**src/rtl/ps2_frame_assembler.sv**
```systemverilog
// Packs PS/2 receiver bytes into NBYTES-wide frames behind a one-deep output holding register,
// with a sticky overflow flag and an optional inter-byte timeout that drops partial frames.
module ps2_frame_assembler #(
   parameter int unsigned NBYTES      = 4,
   parameter int unsigned DW          = 8,
   parameter int unsigned ORDER       = 0,
   parameter int unsigned TIMEOUT_CYC = 0
) (
   input  logic                             clk,
   input  logic                             reset,
   input  logic                             tick,
   input  logic [DW-1:0]                    d,
   input  logic                             ack,
   input  logic                             clear_ovf,
   output logic [NBYTES*DW-1:0]             data,
   output logic                             valid,
   output logic [$clog2(NBYTES+1)-1:0]      count,
   output logic                             overflow,
   output logic                             timeout
);

   localparam int unsigned CW = $clog2(NBYTES + 1);
   localparam int unsigned IW = (TIMEOUT_CYC > 1) ? $clog2(TIMEOUT_CYC) : 1;
   localparam logic [IW-1:0] IdleMax = IW'((TIMEOUT_CYC > 0) ? TIMEOUT_CYC - 1 : 0);
   localparam logic [CW-1:0] LastIdx = CW'(NBYTES - 1);

   typedef enum logic {StEmpty, StFull} state_e;

   state_e                 state_q, state_d;
   logic [NBYTES*DW-1:0]   asm_q, asm_d;
   logic [NBYTES*DW-1:0]   data_q, data_d;
   logic [CW-1:0]          idx_q, idx_d;
   logic [IW-1:0]          idle_cnt_q, idle_cnt_d;
   logic                   overflow_q, overflow_d;
   logic                   timeout_q, timeout_d;
   logic                   complete;
   logic                   expire;

   always_comb begin
      asm_d      = asm_q;
      data_d     = data_q;
      idx_d      = idx_q;
      state_d    = state_q;
      overflow_d = overflow_q;
      idle_cnt_d = idle_cnt_q;

      complete = tick && (idx_q == LastIdx);
      // A tick in the expiry cycle keeps the partial frame alive.
      expire   = (TIMEOUT_CYC > 0) && !tick && (idx_q != '0) && (idle_cnt_q == IdleMax);

      for (int unsigned s = 0; s < NBYTES; s++) begin
         if (tick && (idx_q == CW'((ORDER == 0) ? (NBYTES - 1 - s) : s))) begin
            asm_d[s*DW +: DW] = d;
         end
      end

      if (tick) begin
         idx_d = complete ? '0 : idx_q + CW'(1);
      end else if (expire) begin
         idx_d = '0;
      end

      if (clear_ovf) begin
         overflow_d = 1'b0;
      end

      if (complete) begin
         if ((state_q == StEmpty) || ack) begin
            data_d  = asm_d;
            state_d = StFull;
         end else begin
            overflow_d = 1'b1;
         end
      end else if ((state_q == StFull) && ack) begin
         state_d = StEmpty;
      end

      if ((TIMEOUT_CYC == 0) || tick || (idx_q == '0) || expire) begin
         idle_cnt_d = '0;
      end else begin
         idle_cnt_d = idle_cnt_q + IW'(1);
      end

      timeout_d = expire;
   end

   always_ff @(posedge clk) begin
      if (reset) begin
         state_q    <= StEmpty;
         asm_q      <= '0;
         data_q     <= '0;
         idx_q      <= '0;
         idle_cnt_q <= '0;
         overflow_q <= 1'b0;
         timeout_q  <= 1'b0;
      end else begin
         state_q    <= state_d;
         asm_q      <= asm_d;
         data_q     <= data_d;
         idx_q      <= idx_d;
         idle_cnt_q <= idle_cnt_d;
         overflow_q <= overflow_d;
         timeout_q  <= timeout_d;
      end
   end

   assign data     = data_q;
   assign valid    = (state_q == StFull);
   assign count    = idx_q;
   assign overflow = overflow_q;
   assign timeout  = timeout_q;

endmodule

```
**config.mk**
```make
export PLATFORM = sky130hd
export DESIGN_NAME = ps2_frame_assembler
export DESIGN_NICKNAME = d
export VERILOG_FILES = /design/src/rtl/ps2_frame_assembler.sv
export SDC_FILE = /design/constraint.sdc
export NUM_CORES = 1
export LEC_CHECK = 0
export CORE_UTILIZATION = 50
export DETAILED_ROUTE_END_ITERATION = 16
export PLACE_DENSITY = 0.86
export REMOVE_ABC_BUFFERS = 1
export SETUP_SLACK_MARGIN = 0.4
export SYNTH_ARGS = -nofsm -noshare
export SYNTH_HDL_FRONTEND = slang
export SYNTH_SLANG_ARGS = --single-unit
```
**constraint.sdc**
```tcl
create_clock -name clk -period 1.6 [get_ports clk]
set_input_delay 0.48 -clock clk [delete_from_list [all_inputs] [get_ports clk]]
set_output_delay 0.48 -clock clk [all_outputs]
set_load 0.005 [all_outputs]
```
# Word-level counts from Yosys, hierarchy flattened
# Cells that the tools add are included.
# totals
input_bits	13
wordCells	32
regBits	69
# classes
add_sub_neg	1
mux	11
n_reduce_logical	10
eq_ne	4
bitwise_logic	1
# op_table
operator	count
$mux 8	4
$eq 3x2->1 const B	2
$mux 1	6
$logic_and 1x1->1	5
$reduce_and 2->1	2
$add 3x1->3 const B	1
$eq 3x1->1 const B	1
$logic_not 3->1	1
$mux 3	1
$ne 2x1->1 const B	1
$reduce_bool 2->1	1
$logic_or 1x1->1	1
$not 1->1	1

# Longest topological paths before layout
# Gate-level depths: netlist of run 1.
# logic_depth
ltp_word	4
depth_mapped	7

# Least setup slack after synthesis of run 1
# OpenSTA, ideal clock, no wires.
# synth_path
path_type	register to register
startpoint	register idx_q[0], in the netlist count[0]
endpoint	register asm_q[14]
required_time_ns	1.472
path_buffers	2
path_stages_with_launch	8
path_slack_ns	0.093
arrival_time_ns	1.380
synth_period_minus_slack_ns	1.507
cell_sequence	dfxtp_1 inv_1 ha_1 buf_2 nand3b_1 buf_2 mux2i_1 nor2_1
# synth_between
elab_chain_len	3
# synth_lines
item	line_no	text
from (decl)	32	logic [CW-1:0] idx_q, idx_d;
from (signal assigned)	100	idx_q <= idx_d;
$eq 3x2->1	52	if (tick && (idx_q == CW'((ORDER == 0) ? (NBYTES - 1 - s) : s))) begin
$logic_and 1x1->1	52	
$mux 8	52	
to (signal assigned)	98	asm_q <= asm_d;
to (decl)	30	logic [NBYTES*DW-1:0] asm_q, asm_d;
# No other way between the ends.
# A chain may end at the register's enable or synchronous reset.

# Worst setup path after layout of run 1
# layout_path
startpoint	register idx_q[0], in the netlist count[0]
endpoint	register data_q[17], in the netlist data[17]
# layout_between
elab_chain_len	3
word_cells_on_any_way	6
cone_classes	2 x eq/ne; 1 x mux; 3 x reduce/logical
# layout_lines
item	line_no	text
$eq 3x1->1 or $eq 3x2->1 (tied branches)	52, 47	
$logic_and 1x1->1, on equally long branches	52, 47	
$mux 8 or $reduce_and 2->1 (tied branches)	n/a	
to (signal assigned)	99	data_q <= data_d;
to (decl)	31	logic [NBYTES*DW-1:0] data_q, data_d;
# Several ways; a longest one is shown, not always the timed one.

==> results of run 1 <==
## power by group through the flow
stage / clock, mW / sequential [mW] / combinational [mW]
3_5_place_dp: 0 / 1.62 / 0.359
6_report: 1.53 / 1.58 / 0.418
2_1_floorplan: 0 / 1.61 / 0.175
5_1_grt: 1.61 / 1.58 / 0.448
3_3_place_gp: 0 / 1.61 / 0.351
4_1_cts: 1.55 / 1.58 / 0.395
## cell usage in the layout, fill, tap and decap left out, types with 3 or more instances in the layout
master / netlist / layout
sky130_fd_sc_hd__buf_4: 2 / 20
sky130_fd_sc_hd__buf_2: 11 / 25
sky130_fd_sc_hd__nor2_1: 26 / 26
sky130_fd_sc_hd__a21oi_1: 35 / 32
sky130_fd_sc_hd__nand3b_1: 4 / 4
sky130_fd_sc_hd__buf_12: 0 / 5
sky130_fd_sc_hd__a21oi_2: 0 / 3
sky130_fd_sc_hd__a211oi_2: 20 / 22
sky130_fd_sc_hd__dfxtp_2: 0 / 35
sky130_fd_sc_hd__clkbuf_8: 0 / 10
sky130_fd_sc_hd__buf_6: 5 / 23
sky130_fd_sc_hd__a21bo_2: 8 / 8
sky130_fd_sc_hd__mux2i_1: 48 / 46
sky130_fd_sc_hd__dfxtp_1: 61 / 24
sky130_fd_sc_hd__clkdlybuf4s50_1: 0 / 10
sky130_fd_sc_hd__nand3_1: 9 / 9
sky130_fd_sc_hd__ha_4: 0 / 3
## worst max-delay path by stage
stage / startpoint / to / slack [ns] / cells past startpoint
2_1_floorplan: count[0] / data[10] / -0.52 / 4
3_3_place_gp: tick / data[8] / -0.20 / 5
3_5_place_dp: tick / data[8] / -0.23 / 5
4_1_cts: count[0] / data[17] / 0.13 / 6
5_1_grt: count[0] / data[9] / 0.05 / 6
6_report: count[0] / data[17] / 0.09 / 6
## what timing repair did
action / CTS / global route
cloned: 2 / 0
pin swaps: 10 / 12
setup buffers: 10 / 4
endpoints found under the setup margin: 97 / 96
gates resized for setup: 207 / 23
## logic make-up after synthesis
group                      count (synthesis)  synth area share (%)
other                                      1                 0.137
buffers and inverters                     43                  8.03
DFF                                       61                  44.5
AOI/OAI and AO/OA                         69                  20.1
adders and majority gates                  4                  1.82
muxes                                     48                  17.5
and+or+nand+nor                           45                  7.85
## Yosys cell counts, drive strengths merged
cell type and instances:
clkbuf 21, nand2b 2, conb 1, and3b 1, a2bb2oi 1, nand3b 4, buf 18, a211oi 25
and2 1, dfxtp 61, nand3 9, a21bo 8, a21oi 35, nor2b 2, inv 4, ha 4
mux2i 48, nor2 26
## area by class of cell
class	count	area [µm²]	share of cell area [%]
Multi-Input combinational cell	167	1400	36.8
Tap cell	70	87.6	2.31
Clock buffer	10	138	3.63
Timing Repair Buffer	87	795	21.0
Inverter	4	15.0	0.396
Clock inverter	6	86.3	2.28
Sequential cell	61	1270	33.6
## registers in the layout, summed over array words and instances (netlist names)
register / count
asm_q: 24
count: 3
data: 32
overflow: 1
valid: 1
## worst max-delay path, cell delays in order, from the launching register on
cell                       delay, ns
sky130_fd_sc_hd__dfxtp_4        0.35
sky130_fd_sc_hd__buf_6          0.13
sky130_fd_sc_hd__ha_4           0.15
sky130_fd_sc_hd__and3b_2        0.22
sky130_fd_sc_hd__and2_4         0.21
sky130_fd_sc_hd__buf_12         0.15
sky130_fd_sc_hd__a211oi_4       0.21
## metrics by stage
step	setup TNS (ns)	hold slack (ns)	cells	setup slack [ns]	power [mW]
after global placement	-8.27	0.471	373	-0.202	1.96
after global routing	0	0.524	405	0.0462	3.64
final	0	0.499	405	0.0944	3.53
after detailed placement	-8.59	0.488	373	-0.229	1.97
after floorplan	-14.04	0.463	232	-0.525	1.79
after CTS	0	0.491	401	0.133	3.52
## metal layers
layer | vias to the layer above | track usage, % | part of all wire, % | routed length, µm
li1 | 1057 | - | - | -
met1 | 1076 | 31.8 | 47 | 3150
met2 | 58 | 39.9 | 47 | 3190
met3 | 11 | 6.35 | 4.2 | 280
met4 | 0 | 9.04 | 1.7 | 117
met5 | - | 0 | 0 | 0
==> flow_summary.yaml, run 1 <==
outcome:
  result_of_the_run: "complete, no violations"
setup_path:
  rr_worst_depth: 6
  timing.critical_path.from_type: "flop"
  critical_path_required_ns: 1.86
  path_class: "flop to flop"
  regToRegEndpoint: "data[17]"
  critical_path_at_ns: 1.76
  worst-r2r-setup-slack_ns: 0.09
  r2r_start: "count[0]"
  critPathMaxFanout: 7
  critPathCaptureType: "flop"
sta:
  drv_slew: 0
  worst_clock_skew_ns: 0.00993
  finalHoldViolCount: 0
  layout_worst_path_cycle_share_pct: 94.1
  rsz_0062_raised_after_global_routing: "yes"
  timing.fmax_mhz: 664
  finalSetupViolations: 0
  fin_crit_ns: 1.51
placement:
  finalWeightedCongestion: 0.740
  detailed_place_hpwl_um: 3810
  dpl_cell_area_mm2: 0.00334
  place.port_buffers: 49
cells_and_area:
  final_core_utilization_pct: 72.8
  final_cell_area_mm2: 0.00379
  area_delta_synth_final_pct: 38.1
  finalNetCount: 347
  diodes: 0
  n_fill_cell: 380
  proportion_of_layout_cells_with_a_drive_suffix_above_1_pct: 51.6
clock_tree:
  tritoncts: "built"
  tritoncts_sink_count: 61
  clk_pin_slew_ns: 0.07
  root_buffer: "sky130_fd_sc_hd__clkbuf_8"
  tritoncts.num_buffers: 9
  clock_tree.buffer_depth: 2
  postCtsHoldBufs: 0
  insertion_delay_ns: 0.35
  ctsHtreeMaxLevel: 3
min_path:
  hold_path.startpoint: "asm_q[29]"
  hold_class: "flop to flop"
  whs_endpoint: "asm_q[29]"
  timing.hold.worst_path_depth: 2
floorplan:
  floorplan.die.width_um: 76.1
  floorplan.die.height_um: 76.1
  initial_cell_density_of_the_core_pct: 52.7
  floorplan.rows: 26
  core_area_mm2: 0.00520
  full_die_area_mm2: 0.00579
  boundaryPins: 51
routing:
  drt-pass1-iter-count: 4
  dr_total_vias: 2202
  detail_route.iter0.violations: 80
  avgViaCountPerCell: 5.44
  final_antenna_net_count: 0
  detail_route.drc_violations: 0
  post_drt_wl_per_cell_um: 16.6
  wirelength_um: 6740
pwr:
  total_leakage_power_nw: 1.64
  power.density_cell_area_mw_per_mm2: 931
  p_int_mw: 2.68
  power.share.switching_pct: 24.0
  comb_power_share_pct: 11.9
  sequential_power_share_pct: 44.8
  ir_worst_vdd_mv: 0.553
  power_frac_clock_pct: 43.4
  net-switching-power_uw: 845
global_routing:
  grt_start_max_net_pins: 32
  global_router_s_overall_resource_usage_pct: 24.7
  antenna_violations_before_repair: 0
  via_count_of_the_first_global_routing_pass: 2262
  grt-ovfl-total: 0
  first_pass_grt_wire_length_um: 11200
yosys:
  netlist_instances: 271
  synth_seq_area_share_pct: 44.5
  netlist_area_mm2: 0.00274
  yosys_register_bits: 61
  share_of_the_synthesized_area_in_the_top_cell_type_pct: 44.5
  synthesis.yosys.warnings: 0
  synth_area_leader_cell: "sky130_fd_sc_hd__dfxtp_1"
  number_of_different_library_cells_in_the_post_synthesis_netlist: 21
  post_syn_area_per_cell_um2: 10.1
  yosys-top-cells-area: "sky130_fd_sc_hd__dfxtp_1 45%, sky130_fd_sc_hd__mux2i_1 18%, sky130_fd_sc_hd__a211oi_2 9.1%, sky130_fd_sc_hd__a21oi_1 6.4%, sky130_fd_sc_hd__nor2_1 3.6%"
job:
  timing.max_cap.violations: 0
No activity file was read; power rests on OpenSTA's default activity.
==> run 2: changes to the inputs <==
- CAP_MARGIN: not set -> 20
==> results of run 2 <==
Final layout, timing and power as in run 1 (identical DEF).
==> run 3: changes to the inputs <==
- CORE_UTILIZATION: 50 -> 46
- GPL_ROUTABILITY_DRIVEN: not set -> 0
- PLACE_DENSITY: 0.86 -> 0.84
- clock period: 1.6 -> 1.2 ns (I/O delays scaled with it)
==> run 3 against run 2 <==
  * The flow now finishes with violations (negative setup slack)
  * Sequential share of layout area fell by 0.75 points
  * Via count rose by 3.5%
  * Clock skew fell by 0.0034 ns
  * Final cell count rose by 2.2%
  * Critical path depth did not move
  * Fmax fell by 0.97%
  * Worst hold slack got worse by 0.21 ns
  * Critical path type unchanged
  * Critical endpoint is now data[13]
  * Highest routed layer unchanged
==> flow_summary.yaml, run 3 (same netlist as run 1, synthesis figures left out) <==
global_routing:
  global_router_s_overall_resource_usage_pct: 24.6
  grt-ovfl-total: 0
  grt_start_max_net_pins: 31
  via_count_of_the_first_global_routing_pass: 2304
  first_pass_grt_wire_length_um: 11400
  antenna_violations_before_repair: 0
clock_tree:
  tritoncts_sink_count: 61
  clock_tree.buffer_depth: 2
  root_buffer: "sky130_fd_sc_hd__clkbuf_8"
  clk_pin_slew_ns: 0.07
  tritoncts: "built"
  tritoncts.num_buffers: 9
  insertion_delay_ns: 0.34
  ctsHtreeMaxLevel: 3
sta:
  layout_worst_path_cycle_share_pct: 127
  timing.fmax_mhz: 658
  hold_slack_ns: 0.293
  rsz_0062_raised_after_global_routing: "yes"
  fin_crit_ns: 1.52
  finalSetupViolations: 63
  worst_clock_skew_ns: 0.00652
  finalHoldViolCount: 0
  fin_tns_setup_ns: -13.91
  timing.final.ws_setup_ns: -0.320
  drv_slew: 0
cells_and_area:
  area_delta_synth_final_pct: 40.6
  final_core_utilization_pct: 68.4
  largest_reg_flops: 32
  diodes: 0
  proportion_of_layout_cells_with_a_drive_suffix_above_1_pct: 53.2
  finalNetCount: 356
  final_cell_area_mm2: 0.00386
  highest_count_cells_in_the_layout_ignoring_fill_and_taps: "43 x sky130_fd_sc_hd__mux2i_1, 36 x sky130_fd_sc_hd__dfxtp_2, 31 x sky130_fd_sc_hd__a21oi_1, 31 x sky130_fd_sc_hd__buf_2, 26 x sky130_fd_sc_hd__nor2_1"
  most_common_library_cell_in_the_layout_ignoring_fill_and_taps: "sky130_fd_sc_hd__mux2i_1"
floorplan:
  floorplan.rows: 27
  initial_cell_density_of_the_core_pct: 48.6
  full_die_area_mm2: 0.00628
  floorplan.die.height_um: 79.2
  core_area_mm2: 0.00564
  boundaryPins: 51
  floorplan.die.width_um: 79.2
job:
  timing.max_cap.violations: 0
placement:
  detailed_place_hpwl_um: 3960
  place.port_buffers: 49
  dpl_cell_area_mm2: 0.00341
pwr:
  power.density_cell_area_mw_per_mm2: 1200
  ir_worst_vdd_mv: 1.01
  total_leakage_power_nw: 1.65
  totalPowerFinal_mw: 4.63
setup_path:
  path_class: "flop to flop"
  critical_path_at_ns: 1.76
  critical_path_required_ns: 1.44
  critPathMaxFanout: 6
  critPathCaptureType: "flop"
  timing.critical_path.from_type: "flop"
routing:
  final_antenna_net_count: 0
  detail_route.drc_violations: 0
  wirelength_um: 7390
  avgViaCountPerCell: 5.51
  detail_route.iter0.violations: 127
  drt-pass1-iter-count: 4
  post_drt_wl_per_cell_um: 17.9
  dr_total_vias: 2280
min_path:
  hold_class: "primary input to flop"
outcome:
  result_of_the_run: "finished with violations"
  violations: "negative setup slack"
run 3: layout make-up:
class	instances	area, µm²
Clock buffer	12	135
Clock inverter	2	60.1
Fill cell	417	1790
Inverter	4	15.0
Multi-Input combinational cell	167	1430
Sequential cell	61	1270
Tap cell	72	90.1
Timing Repair Buffer	96	860
run 3: layer usage:
layer  routed length (µm)  track usage, %
met1                 3210            29.0
met3                  282            7.36
met4                   97            8.00
met5                    0               0
met2                 3810            42.4
run 3: power breakdown:
part | leakage, nW | internal [mW] | switching (mW) | total, mW
combinational | 1.04 | 0.308 | 0.306 | 0.614
sequential | 0.512 | 2.08 | 0.0314 | 2.11
clock | 0.0965 | 1.15 | 0.756 | 1.91
run 3: path summary, 6_finish.rpt:
check,from,to,slack [ns],cells after the start
setup / recovery,count[0],data[13],-0.32,6
hold / removal,reset,count[2],0.29,2
hold reg to reg,overflow,overflow,0.49,2
setup reg to reg,count[0],data[13],-0.32,6
run 3: per-stage QoR:
step                instances  setup WS [ns]
detailed placement        384         -0.522
global placement          384         -0.473
global route              414         -0.352
finish                    414         -0.320
floorplan                 232         -0.925
CTS                       408         -0.236
run 3: timing repair:
| item | 4_1_cts | 5_1_grt |
|---|---|---|
| cloned | 2 | 1 |
| gates resized for setup | 213 | 20 |
| buffers inserted | 8 | 5 |
| setup endpoints to repair | 98 | 98 |
| hold buffers | 0 | 0 |
| pin swaps | 11 | 8 |
run 3: critical path, cell delays in order, from the launching register on:
cell                       delay [ns]
sky130_fd_sc_hd__dfxtp_2         0.33
sky130_fd_sc_hd__buf_6           0.13
sky130_fd_sc_hd__ha_4            0.15
sky130_fd_sc_hd__and3b_2         0.25
sky130_fd_sc_hd__and2_4          0.21
sky130_fd_sc_hd__buf_16          0.16
sky130_fd_sc_hd__a211oi_2        0.21
